<file path="src/rtl/vga_fb_pkg.sv">
// rtl/vga_fb_pkg.sv - shared slot owner, queue entry type and width defaults for the framebuffer arbiter
package vga_fb_pkg;

  localparam int VGA_FB_ADDR_W = 20;
  localparam int VGA_FB_DATA_W = 30;

  // Who owns the RAM port in a given slot
  typedef enum logic [1:0] {
    IDLE   = 2'd0,
    VID    = 2'd1,
    CPU_RD = 2'd2,
    CPU_WR = 2'd3
  } owner_e;

  // One queued CPU request, packed {we, addr, wdata}
  typedef struct packed {
    logic                     we;
    logic [VGA_FB_ADDR_W-1:0] addr;
    logic [VGA_FB_DATA_W-1:0] wdata;
  } fifo_entry_t;

endpackage

</file>
<file path="src/rtl/vga_fb_req_fifo.sv">
// rtl/vga_fb_req_fifo.sv - in-order synchronous request FIFO with level, full and empty
module vga_fb_req_fifo #(
  parameter int WIDTH = 51,
  parameter int DEPTH = 4
) (
  input  logic                   clk_i,
  input  logic                   rst_ni,
  input  logic                   push_i,
  input  logic [WIDTH-1:0]       wdata_i,
  input  logic                   pop_i,
  output logic [WIDTH-1:0]       rdata_o,
  output logic [$clog2(DEPTH):0] level_o,
  output logic                   full_o,
  output logic                   empty_o
);

  localparam int PTR_W = $clog2(DEPTH);

  logic [WIDTH-1:0] mem_q [DEPTH];
  logic [PTR_W-1:0] wr_ptr_q;
  logic [PTR_W-1:0] rd_ptr_q;
  logic [PTR_W:0]   level_q;
  logic [PTR_W:0]   level_d;
  logic             do_push;
  logic             do_pop;

  assign full_o  = (level_q == (PTR_W+1)'(DEPTH));
  assign empty_o = (level_q == '0);
  assign do_push = push_i & ~full_o;
  assign do_pop  = pop_i & ~empty_o;
  assign level_d = level_q + (PTR_W+1)'(do_push) - (PTR_W+1)'(do_pop);
  assign rdata_o = mem_q[rd_ptr_q];
  assign level_o = level_q;

  // Entry storage; contents are only meaningful below the level, so no reset
  always_ff @(posedge clk_i) begin
    if (do_push) begin
      mem_q[wr_ptr_q] <= wdata_i;
    end
  end

  // Pointers and occupancy; reset flushes the queue
  always_ff @(posedge clk_i) begin
    if (!rst_ni) begin
      wr_ptr_q <= '0;
      rd_ptr_q <= '0;
      level_q  <= '0;
    end else begin
      if (do_push) wr_ptr_q <= wr_ptr_q + 1'b1;
      if (do_pop)  rd_ptr_q <= rd_ptr_q + 1'b1;
      level_q <= level_d;
    end
  end

endmodule

</file>
<file path="src/rtl/vga_fb_arbiter.sv">
// rtl/vga_fb_arbiter.sv - video-priority framebuffer RAM arbiter with queued CPU port (optional VGA_FB_CPU_BYPASS_EN)
module vga_fb_arbiter
  import vga_fb_pkg::*;
#(
  parameter int ADDR_W     = VGA_FB_ADDR_W,
  parameter int DATA_W     = VGA_FB_DATA_W,
  parameter int FIFO_DEPTH = 4,
  parameter int MAX_STARVE = 1023
) (
  input  logic                        iCLK,
  input  logic                        iRST_N,
  input  logic                        iVid_Req,
  input  logic [ADDR_W-1:0]           iVid_Addr,
  output logic                        oVid_Valid,
  output logic [DATA_W-1:0]           oVid_Data,
  input  logic                        iCpu_Valid,
  output logic                        oCpu_Ready,
  input  logic                        iCpu_We,
  input  logic [ADDR_W-1:0]           iCpu_Addr,
  input  logic [DATA_W-1:0]           iCpu_WData,
  output logic                        oCpu_RValid,
  output logic [DATA_W-1:0]           oCpu_RData,
  output logic [ADDR_W-1:0]           oMem_Addr,
  output logic [DATA_W-1:0]           oMem_WData,
  output logic                        oMem_We,
  input  logic [DATA_W-1:0]           iMem_RData,
  output logic [$clog2(FIFO_DEPTH):0] oFifo_Level,
  output logic                        oStarve
);

  localparam int ENTRY_W = 1 + ADDR_W + DATA_W;
  localparam int CNT_W   = $clog2(MAX_STARVE + 1);

  logic               ready_en_q;
  logic               fifo_full;
  logic               fifo_empty;
  logic [ENTRY_W-1:0] fifo_head;
  logic               cpu_accept;
  logic               bypass;
  logic               push;
  logic               pop;
  owner_e             sel_owner;
  logic [ADDR_W-1:0]  sel_addr;
  logic [DATA_W-1:0]  sel_wdata;
  owner_e             owner_q;
  owner_e             tag_q;
  logic [CNT_W-1:0]   starve_cnt_q;
  logic [CNT_W-1:0]   starve_cnt_d;

  // Ready comes only from registered state, so a full queue never accepts even when popping
  assign oCpu_Ready = ready_en_q & ~fifo_full;
  assign cpu_accept = iCpu_Valid & oCpu_Ready;

`ifdef VGA_FB_CPU_BYPASS_EN
  assign bypass = cpu_accept & fifo_empty & ~iVid_Req;
`else
  assign bypass = 1'b0;
`endif

  assign push = cpu_accept & ~bypass;

  vga_fb_req_fifo #(
    .WIDTH (ENTRY_W),
    .DEPTH (FIFO_DEPTH)
  ) u_req_fifo (
    .clk_i   (iCLK),
    .rst_ni  (iRST_N),
    .push_i  (push),
    .wdata_i ({iCpu_We, iCpu_Addr, iCpu_WData}),
    .pop_i   (pop),
    .rdata_o (fifo_head),
    .level_o (oFifo_Level),
    .full_o  (fifo_full),
    .empty_o (fifo_empty)
  );

  // Slot select: video first, then the queue head, then (optionally) a fresh request into an idle slot
  always_comb begin
    sel_owner = IDLE;
    sel_addr  = iVid_Addr;
    sel_wdata = '0;
    pop       = 1'b0;
    if (iVid_Req) begin
      sel_owner = VID;
    end else if (!fifo_empty) begin
      pop       = 1'b1;
      sel_owner = fifo_head[ENTRY_W-1] ? CPU_WR : CPU_RD;
      sel_addr  = fifo_head[ADDR_W+DATA_W-1:DATA_W];
      sel_wdata = fifo_head[DATA_W-1:0];
    end else if (bypass) begin
      sel_owner = iCpu_We ? CPU_WR : CPU_RD;
      sel_addr  = iCpu_Addr;
      sel_wdata = iCpu_WData;
    end
  end

  // RAM port registers plus two owner tag stages; returning data is steered by the second tag
  always_ff @(posedge iCLK) begin
    if (!iRST_N) begin
      owner_q     <= IDLE;
      tag_q       <= IDLE;
      oMem_Addr   <= '0;
      oMem_WData  <= '0;
      oMem_We     <= 1'b0;
      oVid_Valid  <= 1'b0;
      oVid_Data   <= '0;
      oCpu_RValid <= 1'b0;
      oCpu_RData  <= '0;
    end else begin
      owner_q <= sel_owner;
      tag_q   <= owner_q;
      oMem_We <= (sel_owner == CPU_WR);
      if (sel_owner != IDLE)   oMem_Addr  <= sel_addr;
      if (sel_owner == CPU_WR) oMem_WData <= sel_wdata;
      oVid_Valid  <= (tag_q == VID);
      oCpu_RValid <= (tag_q == CPU_RD);
      if (tag_q == VID)    oVid_Data  <= iMem_RData;
      if (tag_q == CPU_RD) oCpu_RData <= iMem_RData;
    end
  end

  // Head wait counter: counts slots where a queued request was passed over, saturating
  always_comb begin
    starve_cnt_d = '0;
    if (!fifo_empty && !pop) begin
      starve_cnt_d = (starve_cnt_q == CNT_W'(MAX_STARVE)) ? starve_cnt_q : starve_cnt_q + 1'b1;
    end
  end

  // Sticky starvation flag and post-reset ready enable
  always_ff @(posedge iCLK) begin
    if (!iRST_N) begin
      starve_cnt_q <= '0;
      oStarve      <= 1'b0;
      ready_en_q   <= 1'b0;
    end else begin
      starve_cnt_q <= starve_cnt_d;
      ready_en_q   <= 1'b1;
      if (starve_cnt_d == CNT_W'(MAX_STARVE)) oStarve <= 1'b1;
    end
  end

endmodule

</file>
<file path="config.mk">
export PLATFORM = sky130hd
export DESIGN_NAME = vga_fb_arbiter
export DESIGN_NICKNAME = d
export VERILOG_FILES = /design/src/rtl/vga_fb_pkg.sv /design/src/rtl/vga_fb_req_fifo.sv /design/src/rtl/vga_fb_arbiter.sv
export SDC_FILE = /design/constraint.sdc
export NUM_CORES = 1
export LEC_CHECK = 0
export CORE_UTILIZATION = 57
export CTS_CLUSTER_DIAMETER = 30
export CTS_CLUSTER_SIZE = 16
export DETAILED_ROUTE_END_ITERATION = 8
export GPL_TIMING_DRIVEN = 1
export PLACE_DENSITY = 0.85
export SLEW_MARGIN = 20
export SYNTH_ARGS = -nofsm -noshare
export SYNTH_HDL_FRONTEND = slang
export SYNTH_SLANG_ARGS = --single-unit
export TNS_END_PERCENT = 20
</file>
<file path="constraint.sdc">
create_clock -name iCLK -period 5.4 [get_ports iCLK]
set_clock_uncertainty 0.2 [all_clocks]
set_input_delay 0.54 -clock iCLK [delete_from_list [all_inputs] [get_ports iCLK]]
set_output_delay 0.54 -clock iCLK [all_outputs]
set_load 0.02 [all_outputs]
</file>
==> flow_summary.yaml, run 1 <==
cts:
  root_buffer: "clkbuf_16"
  numCtsBuffers: 60
  cts_setup_buffers: 0
  hold_buffers: 0
  cts_buffer_depth: 3
  worstSkewPairLatency_ns: 0.56
  h-tree-depth: 2
  numClockSinks: 342
  cts_tree: "yes"
  clk_pin_slew_worst_paths_ns: 0.04
  cts_resized: 0
detailed_routing:
  drc_errors: 0
  drtIter0Drc: 507
  vias_per_cell: 5.591
  vias: 8258
  antenna_left: 0
  wl_um: 29520
  wl_per_cell_um: 19.99
  drt_first_pass_iters: 5
finish:
  drive_above_1_share_pct: 17.64
  final_area_sq_um: 17440
  nets: 1259
  area_growth_pct: 33.71
synth:
  synthSimpleGateAreaFrac_pct: 9.442
  syn_inst: 904
  synth-compound-area-share_pct: 7.906
  syn_nets: 1017
  syn_area_sq_um: 13040
  synth_adder_area_share_pct: 0.8252
  ys_ff_latch: 342
  synth-xor-area-share_pct: 0.5373
  synth_cell_types: 43
  yosys_warnings: 0
  synth_seq_area_share_pct: 68.16
  avgSynthCellArea_sq_um: 14.42
  synth_top_family_by_area: "multiplexers"
  muxShareOfSynthArea_pct: 10.50
setup_path:
  crit_path_start_kind: "flip-flop"
  critPathLaunch: "u_req_fifo.level_o[1]"
  endpoint: "oCpu_Ready"
  ff2ff_setup_slack_ns: 2.49
  cp.arrival_ns: 2.25
  cp-end-kind: "output pin"
  reg2regPathDepth: 5
  critPathMaxFanout: 6
  crit_required_ns: 4.66
  criticalPathCategory: "reg -> out"
  r2r_end: "oMem_WData[24]"
power_and_ir_drop:
  finalPower_mw: 8.253
  power_leakage_nw: 5.953
  peakVddDrop_mv: 0.3135
  power.density_nw_per_um2: 473.3
global_routing:
  grt.overflow.total: 0
  grt_max_degree: 86
  grt_pass1_vias: 8416
  track_usage_pct: 25.65
  grt_pass1_wl_um: 45940
  antenna_found_initial: 1
job:
  drv_cap: 0
die:
  die_h_um: 153.3
  dieArea_sq_um: 23490
  rows: 54
  core_area_sq_um: 22090
  fp.dieW_um: 153.3
  ios: 223
  start_util_pct: 59.02
sta:
  setup_viol: 0
  tightest_slew_ns: 0.7570
  fmax_ghz: 0.3345
  relSlewSlack_pct: 49.54
  fin_setup_tns_ns: 0
  fin_crit_sh_pct: 55.36
  grt_setup_unrepaired: "false"
  hold_viol_final: 0
  maxSlewViolCount: 0
  finalWorstPathRequiredPeriod_ns: 2.989
placed_design:
  portBuffers: 222
  place_congestion: 0.7759
  dpl_cell_area_sq_um: 15410
  dpl.hpwl_um: 17000
run_status:
  status: "finished, final reports clean"
min_path:
  min_path_type: "in -> reg"
==> layout by cell type, fill, tap and decap left out, types with 3 or more instances in the layout <==
| cell type | count |
|---|---|
| a21boi_0 | 61 |
| a21boi_2 | 30 |
| a21oi_1 | 4 |
| a31oi_1 | 5 |
| and2_1 | 32 |
| and3_2 | 4 |
| buf_4 | 14 |
| bufinv_16 | 6 |
| clkbuf_1 | 5 |
| clkbuf_16 | 62 |
| clkdlybuf4s50_1 | 221 |
| clkinv_1 | 4 |
| clkinv_2 | 13 |
| clkinv_4 | 4 |
| clkinvlp_4 | 7 |
| dfxtp_1 | 136 |
| edfxtp_1 | 204 |
| ha_1 | 7 |
| inv_1 | 7 |
| inv_6 | 8 |
| mux2i_1 | 22 |
| mux4_2 | 51 |
| nand2_1 | 205 |
| nand3_1 | 3 |
| nor2_1 | 8 |
| nor3_1 | 4 |
| o21ai_0 | 23 |
| xnor2_1 | 5 |
| xor2_1 | 3 |
==> cell usage after synthesis <==
cell	count	area, sq um
nand2_1	205	769.5
edfxtp_1	204	6126
dfxtp_1	138	2763
a21boi_0	61	457.9
mux4_2	51	1149
and2_1	32	200.2
clkbuf_1	32	120.1
a21boi_2	30	337.8
o21ai_0	23	115.1
mux2i_1	22	220.2
buf_6	11	123.9
nor2_1	8	30.03
buf_2	7	35.03
ha_1	7	87.58
inv_1	7	26.28
and3_1	6	37.54
a31oi_1	5	31.28
buf_4	5	37.54
xnor2_1	5	43.79
a21oi_1	4	20.02
nor2b_1	4	25.02
nor3_1	4	20.02
nand3_1	3	15.01
xor2_1	3	26.28
a211oi_1	2	15.01
and2_4	2	17.52
and4_1	2	17.52
nand2_2	2	12.51
nand2b_1	2	12.51
nand3b_1	2	15.01
nand4_1	2	12.51
o31ai_1	2	15.01
a32oi_1	1	8.760
and2_0	1	6.260
fa_1	1	20.02
nand3_4	1	17.52
nand4b_1	1	8.760
nor3b_1	1	7.510
o21ai_1	1	5.000
o21bai_1	1	7.510
o22a_1	1	8.760
o311ai_0	1	8.760
or3_1	1	6.260
==> cell type report <==
class,count,area (sq um)
fill,1217,4658
clock buffer,69,1598
sequential,342,8894
inverter,7,26.28
timing repair buffer,235,2317
tap,280,350.3
antenna,1,2.502
clock inverter,43,429.2
multi-input combinational,500,3819
==> state kept, by name (all words and copies together), names as in the netlist, named ones only <==
register and count:
oCpu_RData 30, oCpu_RValid 1, oMem_Addr 20, oMem_WData 30
oMem_We 1, oStarve 1, oVid_Data 30, oVid_Valid 1
owner_q 2, ready_en_q 1, starve_cnt_q 10, tag_q 2
u_req_fifo.level_o 3, u_req_fifo.mem_q 204, u_req_fifo.rd_ptr_q 2, u_req_fifo.wr_ptr_q 2
==> per-layer routing <==
metal	vias up	GRT usage [%]	part of all wire [%]
met5	-	0	0
met4	0	8.850	2.3
li1	3784	-	-
met2	348	45.08	51
met3	63	5.727	7.2
met1	4063	31.23	39
==> report_power, final <==
part           switching, mW  leakage, nW  internal (mW)
combinational          0.723         1.99          0.710
clock                   1.29        0.986           2.42
sequential             0.146         2.98           2.97
==> metrics by stage <==
| stage | instances | util (%) | hold WS [ns] | worst slack (ns) |
|---|---|---|---|---|
| final | 1477 | 78.92 | 0.1630 | 2.411 |
| after CTS | 1476 | 78.90 | 0.1459 | 2.414 |
| after global routing | 1477 | 78.92 | 0.1708 | 2.308 |
| after detailed placement | 1364 | 69.73 | 0.2206 | 2.081 |
| after global placement | 1364 | 69.73 | 0.2232 | 2.150 |
| after floorplan | 904 | - | 0.2119 | 2.264 |
==> worst min path at each step <==
stage	start	end	slack, ns	cells after the start
floorplan	owner_q[0]	tag_q[0]	0.21	1
global placement	owner_q[1]	tag_q[1]	0.22	1
detailed placement	owner_q[1]	tag_q[1]	0.22	1
CTS	iRST_N	ready_en_q	0.15	1
global route	iRST_N	ready_en_q	0.17	1
finish	iRST_N	ready_en_q	0.16	1
==> worst max-delay path, stage by stage, from the launching register on <==
cell and delay (ns):
dfxtp_1 0.41, inv_1 0.11, a31oi_1 0.43, clkdlybuf4s50_1 0.74
==> cell families after synthesis <==
group | Yosys count
adders and majority gates | 8
and+or+nand+nor | 279
xor gates and xnor gates | 8
muxes | 73
AOI/OAI and AO/OA | 132
buffers and inverters | 62
DFF | 342
Note: power is estimated with default switching activity, not from simulation.
==> run 2: changes to the inputs <==
Settings changed: CORE_UTILIZATION 57 to 53, PLACE_DENSITY 0.85 to 0.8.
Clock period 5.4 ns to 2.8 ns, I/O delays scaled along.
==> run 2 against run 1 <==
Sequential cell count unchanged. Sequential share of layout area shrank 0.52 points. Count of clock-buffer cells in the layout down 1. Routed wire length fell by 3.1%. Core utilization fell by 6.3 points. Critical path depth stayed put. Cell area up 1.0%. Hold slack got worse by 0.042 ns. Final cell count grew 3.2%. Via count decreased by 1.0%. Worst setup slack lost 2.2 ns. Global-route usage fell by 2.5 points.
==> flow_summary.yaml, run 2 (synthesized netlist as in run 1, its figures left out) <==
run_status:
  status: "finished, final reports clean"
detailed_routing:
  wl_per_cell_um: 18.76
  wl_um: 28600
  drc_errors: 0
  vias: 8175
  drtIter0Drc: 560
  vias_per_cell: 5.361
  antenna_left: 0
  drt_first_pass_iters: 5
cts:
  h-tree-depth: 2
  cts_buffer_depth: 3
  numClockSinks: 342
  worstSkewPairLatency_ns: 0.56
  cts_tree: "yes"
  hold_buffers: 1
  cts_setup_buffers: 0
  numCtsBuffers: 59
  root_buffer: "clkbuf_16"
  cts_resized: 0
  clk_pin_slew_worst_paths_ns: 0.05
finish:
  post-route-util_pct: 72.65
  area_growth_pct: 35.09
  drive_above_1_share_pct: 18.08
  largest_register_ff_count: 204
  final_area_sq_um: 17620
  multi_input_area_sq_um: 3819
  final_cells: 1525
  seqCellArea_sq_um: 8894
  nets: 1262
  largest_register: "u_req_fifo.mem_q"
  n_fill_cell: 1545
  layout_common_cells: "221 x clkdlybuf4s50_1, 205 x nand2_1, 204 x edfxtp_1"
  final_common_cell: "clkdlybuf4s50_1"
setup_path:
  crit_path_start_kind: "flip-flop"
  criticalPathCategory: "reg -> out"
  cp.arrival_ns: 2.15
  critPathMaxFanout: 6
  ff2ff_setup_slack_ns: 0.43
  crit_required_ns: 2.32
  cp-end-kind: "output pin"
global_routing:
  antenna_found_initial: 1
  grt_use_met2_pct: 40.19
  use_met1_pct: 28.69
  grt_pass1_vias: 8462
  grt_max_degree: 111
  track_usage_pct: 23.19
  busiest_layer: "met2"
  use_met3_pct: 5.355
  grt_pass1_wl_um: 45650
  grt.overflow.total: 0
power_and_ir_drop:
  peakVddDrop_mv: 0.6388
  power_leakage_nw: 5.990
  finalPower_mw: 15.96
  power.density_nw_per_um2: 906.1
sta:
  fmax_ghz: 0.3797
  fin_crit_sh_pct: 94.07
  maxSlewViolCount: 0
  hold_viol_final: 0
  relSlewSlack_pct: 63.26
  grt_setup_unrepaired: "false"
  finalWorstPathRequiredPeriod_ns: 2.634
  tightest_slew_ns: 0.5511
  setup_viol: 0
die:
  core_area_sq_um: 24250
  die_h_um: 158.9
  start_util_pct: 53.78
  rows: 57
  fp.dieW_um: 158.9
  dieArea_sq_um: 25230
  ios: 223
job:
  drv_cap: 0
placed_design:
  place_congestion: 0.8511
  dpl.hpwl_um: 16460
  placed_cells: 1411
  dpl_cell_area_sq_um: 15570
  portBuffers: 222
min_path:
  min_path_type: "in -> reg"
-- run 2: changes by cell type in the layout (fill, tap and decap cells not counted), moves of 2 or more --
cell	change
clkinv_1	-4
clkinv_2	-8
clkbuf_16	-2
buf_4	-4
inv_6	+2
inv_4	+3
clkinv_4	+8
buf_12	+7
-- run 2: cell type report --
cell class                 instances  share of cell area [%]
tap                              324                   2.301
clock inverter                    44                   2.727
multi-input combinational        500                   21.68
inverter                           7                  0.1492
clock buffer                      68                   8.807
timing repair buffer             239                   13.84
sequential                       342                   50.49
antenna                            1                 0.01421
-- run 2: power breakdown --
group | internal, mW | leakage, nW | total (mW) | switching, mW
Clock | 4.60 | 0.980 | 7.14 | 2.54
Sequential | 5.72 | 2.98 | 5.94 | 0.219
Combinational | 1.44 | 2.03 | 2.88 | 1.44
Total | 11.8 | 5.99 | 16.0 | 4.21
-- run 2: stage by stage --
stage	setup slack, ns	hold slack [ns]	TNS, ns
floorplan	-0.3355	0.1077	-51.34
global placement	0.3306	0.2219	0
detailed placement	0.2914	0.2264	0
CTS	0.1294	0.09203	0
global route	0.04068	0.1176	0
finish	0.1662	0.1210	0
-- run 2: final timing paths --
path / start / to / cells past startpoint
setup / recovery: u_req_fifo.level_o[1] / oCpu_Ready / 3
hold reg to reg: owner_q[0] / tag_q[0] / 1
setup reg to reg: u_req_fifo.level_o[2] / u_req_fifo.level_o[2] / 9
hold / removal: iMem_RData[28] / oVid_Data[28] / 3
-- run 2: critical path: stages, from the launching register on --
cell and delay (ns):
dfxtp_1 0.43, inv_1 0.11, a31oi_1 0.37, clkdlybuf4s50_1 0.69
-- run 2: routing by layer --
| layer | wire (um) | up-vias | share of wire (%) |
|---|---|---|---|
| met3 | 1788 | 52 | 6.3 |
| met1 | 11740 | 4038 | 41 |
| li1 | - | 3794 | - |
| met4 | 623 | 0 | 2.2 |
| met5 | 0 | - | 0 |
| met2 | 14450 | 291 | 51 |
